==> src/rtl/mux_pkg.sv <==
// Shared types for the 4-channel round-robin gather mux.
package mux_pkg;
  localparam int N_CH  = 4;
  localparam int SEL_W = 2;

  typedef logic [SEL_W-1:0] sel_t;

  typedef enum logic {
    ST_EMPTY = 1'b0,
    ST_FULL  = 1'b1
  } hold_st_t;
endpackage

==> src/rtl/mux_4to1_rr_arb.sv <==
// Combinational 4-way round-robin arbiter: first requester at or after ptr wins.
module rr_arb_4
  import mux_pkg::*;
(
  input  logic [N_CH-1:0] req,
  input  sel_t            ptr,
  output sel_t            gnt,
  output logic            gnt_vld
);

  sel_t idx;

  // Scan from the farthest offset down so the closest requester to ptr is written last.
  always_comb begin
    gnt     = '0;
    gnt_vld = 1'b0;
    idx     = '0;
    for (int k = N_CH - 1; k >= 0; k--) begin
      idx = ptr + sel_t'(k);
      if (req[idx]) begin
        gnt     = idx;
        gnt_vld = 1'b1;
      end
    end
  end

endmodule

==> src/rtl/mux_4to1_rr.sv <==
// Registered 4:1 round-robin gather mux; 1 cycle from accept to out_valid, one word per cycle.
// A stalled output (out_valid && !out_ready) deasserts all in_ready and freezes the pointer.
module mux_4to1_rr
  import mux_pkg::*;
#(
  parameter int DATA_W = 8
) (
  input  logic                   clk,
  input  logic                   rst_n,
  input  logic [N_CH-1:0]        in_valid,
  input  logic [N_CH*DATA_W-1:0] in_data,
  output logic [N_CH-1:0]        in_ready,
  output logic                   out_valid,
  output logic [DATA_W-1:0]      out_data,
  output sel_t                   out_sel,
  input  logic                   out_ready
);

  sel_t     ptr;
  sel_t     gnt;
  logic     gnt_vld;
  logic     slot_free;
  logic     accept;
  hold_st_t state;
  hold_st_t state_nxt;

  rr_arb_4 u_arb (
    .req     (in_valid),
    .ptr     (ptr),
    .gnt     (gnt),
    .gnt_vld (gnt_vld)
  );

  assign slot_free = (state == ST_EMPTY) || out_ready;
  assign accept    = slot_free && gnt_vld;

  always_ff @(posedge clk or negedge rst_n) begin
    if (!rst_n) begin
      state <= ST_EMPTY;
    end else begin
      state <= state_nxt;
    end
  end

  always_comb begin
    state_nxt = state;
    case (state)
      ST_EMPTY: if (accept) state_nxt = ST_FULL;
      ST_FULL:  if (out_ready && !accept) state_nxt = ST_EMPTY;
      default:  state_nxt = ST_EMPTY;
    endcase
  end

  // rst_n gates in_ready so no producer sees a handshake while the block is held in reset.
  always_comb begin
    out_valid = (state == ST_FULL);
    in_ready  = '0;
    if (accept && rst_n) begin
      in_ready[gnt] = 1'b1;
    end
  end

  always_ff @(posedge clk or negedge rst_n) begin
    if (!rst_n) begin
      out_data <= '0;
      out_sel  <= '0;
      ptr      <= '0;
    end else if (accept) begin
      out_data <= in_data[int'(gnt)*DATA_W +: DATA_W];
      out_sel  <= gnt;
      ptr      <= gnt + sel_t'(1);
    end
  end

endmodule

==> config.mk <==
export PLATFORM = sky130hd
export DESIGN_NAME = mux_4to1_rr
export DESIGN_NICKNAME = d
export VERILOG_FILES = /design/src/rtl/mux_pkg.sv /design/src/rtl/mux_4to1_rr_arb.sv /design/src/rtl/mux_4to1_rr.sv
export SDC_FILE = /design/constraint.sdc
export NUM_CORES = 1
export LEC_CHECK = 0
export CAP_MARGIN = 20
export CORE_ASPECT_RATIO = 1.2
export CORE_UTILIZATION = 34
export CTS_CLUSTER_DIAMETER = 50
export DETAILED_ROUTE_END_ITERATION = 6
export PLACE_DENSITY = 0.83
export REMOVE_ABC_BUFFERS = 1
export SYNTH_ARGS = -nofsm -noshare
export SYNTH_HDL_FRONTEND = slang
export SYNTH_SLANG_ARGS = --single-unit
export TNS_END_PERCENT = 50
==> constraint.sdc <==
create_clock -name clk -period 2 [get_ports clk]
set_input_delay 0.3 -clock clk [delete_from_list [all_inputs] [get_ports clk]]
set_output_delay 0.3 -clock clk [all_outputs]
set_load 0.05 [all_outputs]
==> flow_metrics.py <==
metrics = {
    "drt": {
        "drc": 0,
        "viasPerCell": 6.00,
        "wl_microns": 4240,
        "dr.pass1.iters": 4,
        "via_count": 1278,
        "post_drt_wl_per_cell_microns": 19.9,
        "ant_nets": 0,
        "drtIter0Drc": 70,
    },
    "grt": {
        "grt_overflow_total": 0,
        "grt_max_degree": 15,
        "grt_usage": 0.286,
        "grt_pass1_vias": 1298,
        "grt_pass1_wl_microns": 6130,
        "antenna_found_initial": 0,
    },
    "hold_path": {
        "hold_class": "in2async",
    },
    "pwr": {
        "peakVddDrop_mv": 0.850,
        "p_seq_frac": 0.203,
        "p_switching_mw": 1.11,
        "powerDensity_nw_per_um2": 1270,
        "combPwrFrac": 0.725,
        "leakage_nw": 0.808,
        "swShare": 0.469,
        "p_clk_frac": 0.071,
        "p_int_mw": 1.26,
    },
    "clock_network": {
        "path_clk_slew_ps": 90,
        "cts_num_sinks": 13,
        "cts_root_buffer": "clkbuf_4",
        "cts_tree": "built",
        "clockBufferDepth": 2,
        "cts_buffers": 3,
        "htree_levels": 1,
        "clkLatencyLatePin_ps": 290,
        "holdBufCountCts": 0,
    },
    "timing": {
        "worst_slack_ps": -104,
        "tightest_slew_ps": 531,
        "fmax_mhz": 475,
        "fin_tns_setup_ps": -342,
        "setup_viol": 4,
        "hold_viol": 0,
        "rsz0062_at_grt": "yes",
        "period_needed_ps": 2100,
        "slew-limit-headroom": 0.645,
        "maxSlewViolCount": 0,
        "fin_skew_ps": 7.43,
        "timing.final.crit_share": 1.05,
    },
    "floorplan": {
        "start_util": 0.360,
        "placeableCoreArea_sq_um": 2550,
        "die_x_microns": 49.4,
        "ios": 54,
        "rows": 20,
        "die_height_microns": 58.9,
        "fp.dieArea_sq_um": 2910,
    },
    "critical_path": {
        "rr_worst_depth": 6,
        "rr_startpoint": "ptr[1]",
        "required_ps": 1700,
        "worst_ep_arrival_time_ps": 1800,
        "start_kind": "flop",
        "timing.rr.end": "out_data[7]",
        "r2r_setup_slack_ps": 70,
        "critical_path_class": "reg2out",
        "endpoint_kind": "output port",
        "path_max_fanout": 6,
    },
    "place": {
        "dp_cells": 197,
        "portBuffers": 53,
        "pre_cts_slack_ps": -428,
        "dp_hpwl_microns": 2570,
        "gp_congestion": 0.869,
    },
    "synthesis": {
        "yosysWarnings": 0,
        "synth-seq-area-share": 0.354,
        "syn-cell-area_sq_um": 918,
        "synth_cells": 93,
        "ys_ff_latch": 13,
        "yosysUniqueCellTypes": 33,
        "post_synth.cell_area_avg_sq_um": 9.88,
    },
    "final_layout": {
        "antennaDiodeCount": 0,
        "fin_cells": 213,
        "mostFrequentLayoutCells": "45 x clkdlybuf4s50_1, 32 x buf_4, 11 x dfrtp_1",
        "drive_gt1_frac": 0.378,
        "final_common_cell": "clkdlybuf4s50_1",
        "area_delta_synth_final_pct": 103,
        "fin_nets": 220,
        "finish.utilization": 0.730,
    },
    "outcome": {
        "violations": "setup timing",
        "status": "finished with violations",
    },
    "flow_run": {
        "maxCapViolations": 0,
    },
}
## power groups by stage
stage	clock, mW	sequential (mW)	combinational, mW
2_1_floorplan	0	0.789	0.515
3_3_place_gp	0	0.465	1.41
3_5_place_dp	0	0.467	1.43
4_1_cts	0.168	0.466	1.58
5_1_grt	0.188	0.493	1.79
6_report	0.169	0.481	1.72
## metal layers
layer / track usage / wire length, microns / vias up / share of wire
met2: 0.528 / 2000 / 113 / 0.47
li1: - / - / 531 / -
met1: 0.308 / 1520 / 599 / 0.36
met3: 0.0646 / 409 / 35 / 0.096
met4: 0.139 / 310 / 0 / 0.073
met5: 0 / 0 / - / 0
## Yosys cell counts
library cell   n  share of area
clkbuf_1       2         0.0082
nor2b_2        1         0.0095
o31a_1         1         0.0095
o311ai_2       1          0.018
nand2_1        8          0.033
nor2_2         1         0.0068
nor2b_1        1         0.0068
a211oi_4       1          0.022
mux2_1         1          0.012
buf_1          1         0.0041
a211o_1        1         0.0095
or4_1          1         0.0082
nor3_1         2          0.011
nor2_1         2         0.0082
buf_6          1          0.012
nor2b_4        1          0.015
nor3b_1        1         0.0082
dfrtp_1       13           0.35
xnor2_1        1         0.0095
a221o_1        8          0.087
nor4_4         1          0.023
o21bai_1       1         0.0082
a21oi_1        9          0.049
nor4_1         1         0.0068
o21ai_0       10          0.054
and4_1         1         0.0095
o21ai_1        1         0.0054
mux2_4         6          0.098
a21boi_0       1         0.0082
a21o_1         1         0.0082
inv_1          2         0.0082
nand3_1        8          0.044
mux2_2         2          0.025
## worst max-delay path by stage
stage / start / endpoint / slack, ps / cells past startpoint
finish: ptr[0] / in_ready[2] / -100 / 6
global placement: in_valid[2] / in_ready[2] / -300 / 7
floorplan: ptr[0] / in_ready[2] / -630 / 4
CTS: ptr[1] / in_ready[3] / -60 / 4
global route: out_ready / in_ready[1] / -170 / 7
detailed placement: in_valid[1] / in_ready[2] / -430 / 7
## cell type report
class	instances	area (sq um)
Inverter	2	7.51
Clock buffer	4	26.3
Sequential cell	13	328
Fill cell	160	689
Timing Repair Buffer	87	825
Multi-Input combinational cell	74	636
Tap cell	33	41.3
## critical path: stages, from the launching register on
cell and delay [ps]:
dfrtp_2 450, nor2b_4 160, buf_6 110, o31a_1 310, nor3b_2 230, buf_4 140, buf_12 120
## registers in the layout, summed over array words and instances (netlist names)
register,flops
ptr,2
out_sel,2
out_data,8
out_valid,1
## cell families after synthesis
family                 after synthesis  synth area share
AO/OA/AOI/OAI                       35             0.279
multiplexers                         9             0.135
buffers and inverters                6            0.0327
flip-flops                          13             0.354
XOR/XNOR                             1           0.00954
AND/OR/NAND/NOR                     29             0.189
## through the flow
step                      power (mW)  hold slack (ps)  instance area (sq um)
after global placement          1.87              465                   1670
final                           2.37              364                   1860
after CTS                       2.21              365                   1800
after global routing            2.47              372                   1860
after detailed placement        1.90              482                   1670
after floorplan                 1.30             4.41                    896
## what timing repair did
item / CTS / global route
resized for setup: 20 / 6
pin swaps: 5 / 6
cloned: 0 / 0
endpoints found under the setup margin: 12 / 10
buffers inserted: 7 / 6
(Power assumes the default switching activity.)
